File: config.mk
export PLATFORM = sky130hd
export DESIGN_NAME = restoring_divider
export DESIGN_NICKNAME = d
export VERILOG_FILES = /design/src/rtl/restoring_divider.sv
export SDC_FILE = /design/constraint.sdc
export NUM_CORES = 1
export LEC_CHECK = 0
export ABC_AREA = 1
export BUFFER_PORTS_ARGS = -buffer_cell sky130_fd_sc_hd__buf_2
export CORE_MARGIN = 2
export CORE_UTILIZATION = 55
export DETAILED_ROUTE_END_ITERATION = 7
export PLACE_DENSITY = 0.78
export REMOVE_ABC_BUFFERS = 1
export SLEW_MARGIN = 20
export SYNTH_ARGS = -nofsm -noshare
export SYNTH_HDL_FRONTEND = slang
export SYNTH_SLANG_ARGS = --single-unit
File: constraint.sdc
create_clock -name clk -period 2.7 [get_ports clk]
set_clock_uncertainty 0.15 [all_clocks]
set_input_delay 0.54 -clock clk [delete_from_list [all_inputs] [get_ports clk]]
set_output_delay 0.54 -clock clk [all_outputs]
set_load 0.02 [all_outputs]
File: src/rtl/restoring_divider.sv
// restoring_divider: sequential unsigned restoring divider, one quotient bit per clock,
// valid/ready handshakes on both sides; divide by zero returns all-ones quotient and rem = a.
module restoring_divider #(
  parameter int N = 10
) (
  input  logic         clk,
  input  logic         rst_n,
  input  logic         in_valid,
  output logic         in_ready,
  input  logic [N-1:0] a,
  input  logic [N-1:0] b,
  output logic         out_valid,
  input  logic         out_ready,
  output logic [N-1:0] quot,
  output logic [N-1:0] rem,
  output logic         div_zero
);
  localparam int CW = $clog2(N);
  typedef enum logic [1:0] {IDLE, CALC, DONE} state_t;
  state_t state, state_nx;
  logic [CW-1:0] cnt;
  logic [N-1:0] p, p_nx, dvd, dvs, q;
  logic [N:0] p_sh;
  logic accept, ge, last;
  // The remainder after a subtract is always below the divisor, so N bits of P suffice
  assign p_sh = {p, dvd[N-1]};
  assign ge = p_sh >= {1'b0, dvs};
  assign p_nx = ge ? N'(p_sh - {1'b0, dvs}) : p_sh[N-1:0];
  assign last = cnt == CW'(N - 1);
  assign accept = in_valid && in_ready;
  always_comb begin
    state_nx = state;
    in_ready = state == IDLE;
    out_valid = state == DONE;
    case (state)
      IDLE: state_nx = accept ? (b == '0 ? DONE : CALC) : IDLE;
      CALC: state_nx = last ? DONE : CALC;
      DONE: state_nx = out_ready ? IDLE : DONE;
      default: state_nx = IDLE;
    endcase
  end
  always_ff @(posedge clk or negedge rst_n) begin
    if (!rst_n) state <= IDLE;
    else state <= state_nx;
  end
  always_ff @(posedge clk or negedge rst_n) begin
    if (!rst_n) begin
      cnt <= '0;
      p <= '0;
      dvd <= '0;
      dvs <= '0;
      q <= '0;
      quot <= '0;
      rem <= '0;
      div_zero <= 1'b0;
    end else if (accept) begin
      cnt <= '0;
      p <= '0;
      dvd <= a;
      dvs <= b;
      q <= '0;
      if (b == '0) begin
        quot <= '1;
        rem <= a;
        div_zero <= 1'b1;
      end
    end else if (state == CALC) begin
      cnt <= cnt + 1'b1;
      p <= p_nx;
      dvd <= dvd << 1;
      q <= {q[N-2:0], ge};
      if (last) begin
        quot <= {q[N-2:0], ge};
        rem <= p_nx;
        div_zero <= 1'b0;
      end
    end
  end
endmodule
# Word-level counts from Yosys, hierarchy flattened
# Cells that the tools add are included.
# totals
regBits	66
output_inout_bits	23
# classes
magnitude_cmp	1
eq_ne	4
n_reduce_logical	6
add_sub_neg	2
mux	26
# ops
operator	count
$mux W10	13
$mux W9	2
$ge A11 B10 Y1	1
$logic_not A10 Y1	1
$sub A10 B10 Y10	1
$mux W2	4
$mux W4	2
$pmux W2 S3	1
$add A4 B1 Y4 const B	1
$eq A4 B4 Y1 const B	1
$mux W1	4
$reduce_bool A2 Y1	2
$reduce_and A3 Y1	1
$eq A2 B1 Y1 const B	1
$eq A2 B2 Y1 const B	1
$logic_not A2 Y1	1
$ne A2 B1 Y1 const B	1
$logic_and A1 B1 Y1	1

# Longest topological paths before layout
# Gate-level depths: netlist of the first run.
# logic_depth
word_depth	5
mapped_depth	14
mapped_depth_nobuf	14

# Worst setup path after synthesis of the first run
# Ideal clock, no wire load.
# synth_path
kind	reg2reg
start	reg dvd[9]
end	reg rem[6]
path_slack_ns	0.694
path_stages_with_launch	12
arrival_time_ns	1.743
path_buffers	0
t_required_ns	2.437
cell_sequence	dfrtp_1 -> inv_1 -> ha_1 -> fa_1 -> o21ai_0 -> nand3_1 -> nand3_1 -> nand2_1 -> nand2_2 -> nand3_1 -> nand2_1 -> inv_1
# synth_via
elab_chain_len	5
elab_cells_between_ends	6
# synth_rtl
item	line_no	rtl
start: declaration	22	logic [N-1:0] p, p_nx, dvd, dvs, q;
start signal: assignment	70	dvd <= dvd << 1;
$sub A10 B10 Y10 / $ge A11 B10 Y1 (equally long branches)	28, 27	
$mux W10 (*)	28	assign p_nx = ge ? N'(p_sh - {1'b0, dvs}) : p_sh[N-1:0];
$mux W10 (*)	72	if (last) begin
$mux W10 (*)	67	end else if (state == CALC) begin
$mux W10 (*)	56	end else if (accept) begin
end signal: assignment	74	rem <= p_nx;
end: declaration	15	output logic [N-1:0] rem,
# Every way passes the cells marked *; elsewhere a longest branch is shown, timed or not. The select of a mux whose other input is x is not followed.
# A chain may end at the register's enable or synchronous reset.

# Worst setup path in the final report of the first run
# layout_path
start	reg p[1]
end	reg p[0]
# layout_via
elab_chain_len	4
# layout_rtl
item	line_no	rtl
start: declaration	22	
start signal: assignment	69	p <= p_nx;
$ge A11 B10 Y1	27	assign ge = p_sh >= {1'b0, dvs};
$mux W10	28	
$mux W10	67	
$mux W10	56	
# No other way between the ends. The select of a mux whose other input is x is not followed.

==> results.py, run 1 <==
metrics = {
    "min_path": {
        "hold_path_class": "input port to asynchronous set/reset pin",
    },
    "synthesis": {
        "synth_common_cells": "nand2_1 (112), inv_1 (75), dfrtp_1 (66)",
        "synth_flop_cell": "dfrtp_1",
        "netlist_instances": 466,
        "yosys-top-cells-area": "dfrtp_1 (45%), nand2_1 (12%), inv_1 (7.7%)",
        "synth.yosys.seq_area_share": 0.454,
        "synth_top_area_frac": 0.454,
        "yosysUniqueCellTypes": 34,
        "synth_edf_count": 0,
        "async_reset_ff_frac": 1.00,
        "syn_area_mm2": 0.00364,
        "yosysMostFrequentCell": "nand2_1",
        "synth_warnings": 0,
        "synth_top_area_cell": "dfrtp_1",
        "synth_area_per_cell_um2": 7.81,
        "synth_seq_cells": 66,
    },
    "placement": {
        "dp.cells": 577,
        "portBuffers": 46,
        "gp_congestion": 0.841,
        "dp_hpwl_mm": 5.59,
        "dpl_worst_slack_ns": 0.299,
    },
    "floorplanning": {
        "start_util": 0.570,
        "coreArea_mm2": 0.00639,
        "die_w_um": 85.4,
        "rows": 29,
        "die_h_um": 85.4,
        "io_pins": 47,
        "fp.dieArea_mm2": 0.00728,
    },
    "sta": {
        "setup_viol": 0,
        "relSlewSlack": 0.591,
        "finalSetupTns_ns": 0,
        "maxSlewViolCount": 0,
        "worst_slew_pin_slew_ns": 0.613,
        "max_freq_ghz": 0.416,
        "finalCritPeriodShare": 0.890,
        "fin_ws_ns": 0.296,
        "hold_viol": 0,
        "rsz0062_at_grt": "no",
        "min_period_ns": 2.40,
    },
    "final_layout": {
        "fin_cells": 593,
        "layout-drive-gt1-share": 0.223,
        "n_fill_cell": 542,
        "nets": 548,
        "antenna_cells": 0,
        "syn_to_final_growth_pct": 13.6,
    },
    "global_routing": {
        "grt_use_met3": 0.0399,
        "met1_usage": 0.328,
        "grt_use_total": 0.233,
        "grt_most_used_layer": "met2",
        "grt_max_degree": 67,
        "first_global_vias": 3021,
        "grt_pass1_wl_mm": 13.5,
        "gr-total-overflow": 0,
        "globalRouteMet2Util": 0.355,
        "antenna_found_initial": 0,
    },
    "critical_path": {
        "reg2reg_from": "p[1]",
        "critPathArrivalTime_ns": 2.55,
        "critPathMaxFanout": 12,
        "timing.rr.end": "p[0]",
        "worst-r2r-setup-slack_ns": 0.30,
        "cp-end-kind": "flop",
        "r2r_cells": 11,
        "worstSetupPathType": "flop to flop",
        "crit_required_ns": 2.84,
        "cp-start-kind": "flop",
    },
    "clocking": {
        "cts_made_buffers": 9,
        "cts_root_buffer": "clkbuf_8",
        "cts.hold.buffers_added": 0,
        "cts_tree": "built",
        "clk_latency_ns": 0.35,
        "cts_sinks": 66,
        "cts_resized": 0,
        "path_clk_slew_ns": 0.08,
        "cts_setup_buffers": 0,
        "htree_levels": 3,
        "clock_path_buffers": 2,
    },
    "route": {
        "post_drt_wl_per_cell_um": 13.5,
        "dr.pass1.iters": 5,
        "totalWireLength_mm": 8.00,
        "drtIter0Drc": 179,
        "route.vias.total": 3126,
        "route.detailed.drc": 0,
        "antenna_left": 0,
        "vias_per_cell": 5.27,
    },
    "run_status": {
        "outcome": "finished clean",
    },
    "pwr": {
        "p_leak_uw": 0.00225,
        "ir_drop_v": 0.000700,
        "power_density_mw_per_mm2": 1430,
    },
    "run": {
        "drv_cap": 0,
    },
}
## per-stage QoR
step | total power [uW] | utilization | hold slack, ns | instance area (um^2)
floorplan | 4210 | - | 0.0944 | 3560
global placement | 4920 | 0.616 | 0.311 | 3930
detailed placement | 5040 | 0.616 | 0.317 | 3930
CTS | 5910 | 0.648 | 0.0566 | 4140
global route | 6420 | 0.648 | 0.0969 | 4140
finish | 5920 | 0.648 | 0.0507 | 4140
## power by group
group	internal, uW	switching [uW]	total, uW
logic	1170	2170	3340
registers	1470	257	1730
clock network	434	417	851
total	3080	2840	5920
## kinds of logic (layout without fill, tap and decap cells)
kind of cell / Yosys count / in the layout / synth area share
xor+xnor: 5 / 5 / 0.0120
simple gates: 216 / 216 / 0.277
fa+ha+maj: 13 / 13 / 0.0468
flops: 66 / 66 / 0.454
buf+inv: 97 / 147 / 0.106
compound gates: 69 / 69 / 0.104
## sequential cells by signal, indices dropped and copies added, names as in the netlist
signal and count:
cnt 4, div_zero 1, rem 10, quot 10, q 9, state 2
p 10, dvs 10, dvd 10
## worst max-delay path by stage
stage,start,endpoint,slack [ns],cells past startpoint
detailed placement,in_valid,dvd[9],0.30,7
CTS,p[4],p[0],0.32,11
finish,p[1],p[0],0.30,11
global placement,in_valid,dvd[1],0.38,7
global route,p[4],p[5],0.1,11
floorplan,in_valid,rem[8],0.49,7
## worst max-delay path: stages (launching register included)
cell     delay, ns
dfrtp_1       0.41
ha_1          0.40
nand3_1       0.11
nand2_2       0.10
nand2_1       0.06
nand2_2       0.09
nand2_2       0.20
a21oi_4       0.47
nand2_2       0.10
nand2_1       0.09
nand2_1       0.06
nand2_1       0.08
## placed cells by master, fill, tap and decap left out, drive strengths merged
| master | count |
|---|---|
| or2 | 11 |
| o21a | 1 |
| bufinv | 1 |
| xnor2 | 1 |
| xor2 | 4 |
| nor2 | 42 |
| a21oi | 13 |
| nor2b | 1 |
| fa | 1 |
| buf | 51 |
| o21ai | 42 |
| clkinv | 5 |
| ha | 12 |
| inv | 81 |
| nand3 | 21 |
| nor3 | 1 |
| nand2 | 126 |
| a22o | 1 |
| clkbuf | 9 |
| nand4 | 12 |
| o22ai | 10 |
| dfrtp | 66 |
| nor3b | 2 |
| o211ai | 1 |
| a31oi | 1 |
## per-layer routing
metal	share of wire	routed length, um
met3	0.042	336
met5	0	0
met1	0.47	3780
met4	0.025	202
met2	0.46	3680
## area by class of cell
cell class	instances	area, um^2	area share
Sequential cell	66	1650	0.399
Multi-Input combinational cell	303	1600	0.387
Inverter	80	303	0.0732
Timing Repair Buffer	51	280	0.0678
Clock buffer	9	124	0.0299
Tap cell	77	96.3	0.0233
Clock inverter	7	78.8	0.0191
Power figures use the tool's default switching activity.
==> run 2, diff against run 1 <==
- ABC_AREA: 1 -> 0
- PLACE_DENSITY: 0.78 -> 0.79
==> run 2 against run 1 <==
  * Hold slack better by 0.029 ns
  * Synthesized cell count is 26% lower
  * Final area fell by 7.1%
  * Via count down 11%
  * Global-route usage increased by 1.2 points
  * Critical endpoint is now rem[2]
  * Largest cell class unchanged
  * Highest routed layer unchanged
==> results.py, run 2 <==
metrics = {
    "pwr": {
        "ir_drop_v": 0.000771,
        "power_density_mw_per_mm2": 1550,
        "p_seq_frac": 0.300,
        "p_comb_frac": 0.545,
        "switching_share": 0.440,
        "switchingPower_uw": 2610,
        "p_leak_uw": 0.00178,
        "p_int_uw": 3320,
        "p_clk_frac": 0.155,
    },
    "synthesis": {
        "synth_common_cells": "nand2_1 (68), dfrtp_1 (66), o21ai_0 (37)",
        "synth.yosys.seq_area_share": 0.507,
        "syn_area_mm2": 0.00326,
        "yosys-top-cells-area": "dfrtp_1 (51%), nand2_1 (7.8%), o21ai_0 (5.7%)",
        "synth_flop_cell": "dfrtp_1",
        "synth_warnings": 0,
        "synth_edf_count": 0,
        "async_reset_ff_frac": 1.00,
        "netlist_instances": 346,
        "synth_top_area_cell": "dfrtp_1",
        "yosysUniqueCellTypes": 48,
        "synth_top_area_frac": 0.507,
        "synth_area_per_cell_um2": 9.41,
        "yosysMostFrequentCell": "nand2_1",
        "synth_seq_cells": 66,
    },
    "floorplanning": {
        "rows": 28,
        "fp.dieArea_mm2": 0.00655,
        "io_pins": 47,
        "die_h_um": 81.0,
        "coreArea_mm2": 0.00582,
        "die_w_um": 81.0,
        "start_util": 0.560,
    },
    "global_routing": {
        "grt_pass1_wl_mm": 12.0,
        "antenna_found_initial": 0,
        "grt_max_degree": 40,
        "gr-total-overflow": 0,
        "first_global_vias": 2564,
        "grt_use_total": 0.245,
    },
    "final_layout": {
        "n_fill_cell": 493,
        "layout_commonest_cell": "nand2_1",
        "fin_cells": 474,
        "nets": 431,
        "layout_common_cells": "nand2_1 (68), dfrtp_1 (66), buf_2 (46)",
        "layout-drive-gt1-share": 0.221,
        "final_util": 0.660,
        "antenna_cells": 0,
        "syn_to_final_growth_pct": 17.9,
    },
    "sta": {
        "hold_viol": 0,
        "max_freq_ghz": 0.384,
        "holdWs_ns": 0.0796,
        "min_period_ns": 2.61,
        "worst_slew_pin_slew_ns": 0.703,
        "rsz0062_at_grt": "no",
        "setup_viol": 0,
        "finalSetupTns_ns": 0,
        "relSlewSlack": 0.530,
        "finalCritPeriodShare": 0.966,
        "maxSlewViolCount": 0,
    },
    "clocking": {
        "clock_path_buffers": 2,
        "cts.hold.buffers_added": 0,
        "htree_levels": 3,
        "cts_tree": "built",
        "clk_latency_ns": 0.35,
        "cts_sinks": 66,
        "cts_made_buffers": 9,
        "path_clk_slew_ns": 0.08,
        "cts_root_buffer": "clkbuf_8",
    },
    "placement": {
        "portBuffers": 46,
        "dp_hpwl_mm": 5.37,
        "gp_congestion": 0.840,
        "dp.cells": 458,
    },
    "route": {
        "post_drt_wl_per_cell_um": 16.0,
        "antenna_left": 0,
        "route.detailed.drc": 0,
        "dr.pass1.iters": 4,
        "vias_per_cell": 5.85,
        "totalWireLength_mm": 7.57,
        "route.vias.total": 2773,
        "drtIter0Drc": 126,
    },
    "run": {
        "drv_cap": 0,
    },
    "critical_path": {
        "cp-start-kind": "flop",
        "critPathArrivalTime_ns": 2.70,
        "critPathMaxFanout": 13,
        "cp-end-kind": "flop",
        "crit_required_ns": 2.79,
        "worstSetupPathType": "flop to flop",
    },
    "min_path": {
        "hold_path_class": "input port to asynchronous set/reset pin",
    },
    "run_status": {
        "outcome": "finished clean",
    },
}
-- run 2: cell count changes in the layout (fill, tap and decap cells not counted), sizes merged, moves of 9 or more --
cell,change
o22ai,-10
nand2,-58
a31oi,+12
or2,-9
nor2,-21
inv,-66
nand4,-10
-- run 2: through the flow --
stage               cell area (um^2)  total power, uW  setup slack (ns)
detailed placement              3610             4960             0.104
finish                          3840             5940            0.0929
floorplan                       3170             4090            -0.827
global route                    3840             6370            0.0326
global placement                3610             4830             0.222
CTS                             3830             5900            0.0348
-- run 2: routing by layer --
metal | wire, um | vias to the layer above | global-route usage
met2 | 3690 | 101 | 0.402
met5 | 0 | - | 0
li1 | - | 1312 | -
met3 | 462 | 9 | 0.0511
met1 | 3320 | 1351 | 0.320
met4 | 95 | 0 | 0.0966
-- run 2: path summary, 6_finish.rpt --
path	depth (start not counted)	end	from	slack (ns)
max in group asynchronous	2	cnt[1]	rst_n	1.68
worst max-delay path	7	rem[2]	p[1]	0.09
worst max register to register	7	rem[2]	p[1]	0.09
worst min-delay path	1	p[9]	rst_n	0.08
worst min register to register	2	div_zero	div_zero	0.34
min in group clk	3	dvs[1]	b[1]	0.26
-- run 2: power groups by stage --
stage / clock (uW) / sequential [uW] / combinational, uW
finish: 920 / 1780 / 3240
global route: 966 / 1820 / 3580
CTS: 929 / 1770 / 3200
detailed placement: 0 / 1780 / 3170
global placement: 0 / 1770 / 3060
floorplan: 0 / 1890 / 2200
-- run 2: area by class of cell --
class | instances | area (um^2) | area share
sequential | 66 | 1650 | 0.430
clock buffer | 9 | 124 | 0.0322
clock inverter | 7 | 93.8 | 0.0244
multi-input combinational | 245 | 1480 | 0.386
tap | 75 | 93.8 | 0.0244
timing repair buffer | 57 | 338 | 0.0879
inverter | 15 | 56.3 | 0.0147
-- run 2: timing repair --
action                                  in CTS  in global routing
endpoints found under the setup margin       0                  7
buffers inserted                             0                  0
gates resized for setup                      0                  2
-- run 2: worst max-delay path: stages, from the launching register on --
cell and delay [ns]:
dfrtp_1 0.41, ha_1 0.38, a21oi_1 0.15, o21ai_1 0.14
a221o_1 0.36, o31a_4 0.39, mux2i_1 0.20, a221oi_1 0.31
-- run 2: cell families (layout without fill, tap and decap cells) --
family                   Yosys count  count (layout)  share of synthesized area
flip-flops                        66              66                      0.507
XOR/XNOR                           5               5                     0.0134
AND/OR/NAND/NOR                  121             121                      0.162
multiplexers                       9               9                     0.0311
buffers and inverters             35              88                     0.0430
AO/OA/AOI/OAI                     97              97                      0.191
adder cells (fa/ha/maj)           13              13                     0.0522
==> run 3, diff against run 2 <==
- GPL_TIMING_DRIVEN: not set -> 0
==> run 3 against run 2 <==
  * Global-route usage shrank 0.28 points
  * Sequential cell count is the same
  * Fmax grew 1.6%
  * Critical path type unchanged
  * Critical endpoint unchanged
  * Largest cell class unchanged
==> results.py, run 3 (synthesis gave the netlist of run 2 again) <==
metrics = {
    "critical_path": {
        "crit_cells": 6,
        "cp-start-kind": "flop",
        "critPathArrivalTime_ns": 2.66,
        "cp_slowest_stage_delay_ns": 0.46,
        "critPathTopFamily": "compound AO/OA/AOI/OAI gates",
        "cp-end-kind": "flop",
        "worstSetupPathType": "flop to flop",
        "cp_cell_sequence": "ha_1 -> a211oi_1 -> nand2_1 -> o31a_4 -> mux2i_1 -> a221oi_1",
        "cp_slowest_cell": "o31a_4",
        "critPathMaxFanout": 13,
        "path_buf_inv": 0,
        "crit_required_ns": 2.79,
        "worst-r2r-setup-slack_ns": 0.13,
        "r2r_cells": 6,
    },
    "sta": {
        "hold_viol": 0,
        "worst_slew_pin_slew_ns": 0.856,
        "setup_viol": 0,
        "fin_ws_ns": 0.134,
        "max_freq_ghz": 0.390,
        "relSlewSlack": 0.427,
        "finalCritPeriodShare": 0.950,
        "finalSetupTns_ns": 0,
        "maxSlewViolCount": 0,
        "min_period_ns": 2.57,
        "rsz0062_at_grt": "no",
    },
    "clocking": {
        "htree_levels": 3,
        "cts_sinks": 66,
        "cts_made_buffers": 9,
        "clk_latency_ns": 0.35,
        "path_clk_slew_ns": 0.08,
        "clock_path_buffers": 2,
        "cts_tree": "built",
        "cts_setup_buffers": 0,
        "cts_root_buffer": "clkbuf_8",
    },
    "pwr": {
        "p_leak_uw": 0.00175,
        "fin_total_pwr_uw": 5830,
        "ir_drop_v": 0.000701,
        "power_density_mw_per_mm2": 1540,
    },
    "placement": {
        "place_area_mm2": 0.00355,
        "dp.cells": 450,
        "dpl_worst_slack_ns": -0.522,
        "gp_congestion": 0.824,
        "dp_hpwl_mm": 5.03,
        "portBuffers": 46,
    },
    "route": {
        "totalWireLength_mm": 7.30,
        "route.vias.total": 2679,
        "drtIter0Drc": 180,
        "dr.pass1.iters": 4,
        "vias_per_cell": 5.75,
        "antenna_left": 0,
        "route.detailed.drc": 0,
        "post_drt_wl_per_cell_um": 15.7,
    },
    "global_routing": {
        "antenna_found_initial": 0,
        "first_global_vias": 2551,
        "grt_pass1_wl_mm": 11.8,
        "grt_use_total": 0.242,
        "grt_max_degree": 49,
        "gr-total-overflow": 0,
    },
    "floorplanning": {
        "io_pins": 47,
        "die_h_um": 81.0,
        "start_util": 0.560,
        "rows": 28,
        "coreArea_mm2": 0.00582,
        "fp.dieArea_mm2": 0.00655,
        "die_w_um": 81.0,
    },
    "run_status": {
        "outcome": "finished clean",
    },
    "final_layout": {
        "nets": 424,
        "layout-drive-gt1-share": 0.205,
        "post-route-cell-area_mm2": 0.00378,
        "fin_cells": 466,
        "antenna_cells": 0,
        "syn_to_final_growth_pct": 16.2,
        "layout_common_cells": "nand2_1 (66), dfrtp_1 (66), buf_2 (45)",
    },
    "min_path": {
        "hold_depth": 3,
        "hold_path_class": "input port to flop",
    },
    "run": {
        "drv_cap": 0,
    },
}
-- run 3: metrics by stage --
stage | hold WS [ns] | util
floorplan | 0.0944 | -
global placement | 0.308 | 0.601
detailed placement | 0.294 | 0.611
CTS | 0.249 | 0.649
global route | 0.263 | 0.651
finish | 0.261 | 0.651
-- run 3: layer usage --
layer / routed length (um) / track usage / share of wire
met1: 3380 / 0.325 / 0.46
met2: 3510 / 0.383 / 0.48
met3: 285 / 0.0533 / 0.039
met4: 129 / 0.100 / 0.018
met5: 0 / 0 / 0
-- run 3: final cells by class --
| class | instances | area (um^2) |
|---|---|---|
| fill | 504 | 2030 |
| sequential | 66 | 1650 |
| multi-input combinational | 245 | 1490 |
| timing repair buffer | 50 | 285 |
| clock buffer | 9 | 124 |
| tap | 75 | 93.8 |
| clock inverter | 6 | 82.6 |
| inverter | 15 | 56.3 |
-- run 3: repair_timing --
| item | in CTS | in global routing |
|---|---|---|
| endpoints found under the setup margin | 18 | 10 |
| cloned | 0 | 0 |
| hold buffers | 1 | 0 |
| pin swaps | 0 | 1 |
| resized for setup | 2 | 1 |
| endpoints found under the hold margin | 18 | 0 |
-- run 3: path summary, 6_finish.rpt --
| kind | endpoint | from |
|---|---|---|
| worst max-delay path | rem[2] | p[8] |
| min in group asynchronous | dvs[3] | rst_n |
| max in group asynchronous | quot[2] | rst_n |
| worst min register to register | div_zero | div_zero |
| worst min-delay path | dvd[0] | a[0] |
| worst max register to register | rem[2] | p[8] |
-- run 3: worst min-delay path: stages --
cell and delay (ns):
buf_2 0.08, nand2_1 0.05, nand2_1 0.06
-- run 3: power breakdown --
group	leakage, uW	switching, uW	internal (uW)	total [uW]
clock	0.000105	385	510	894
sequential	0.000793	297	1470	1770
combinational	0.000850	1870	1300	3170
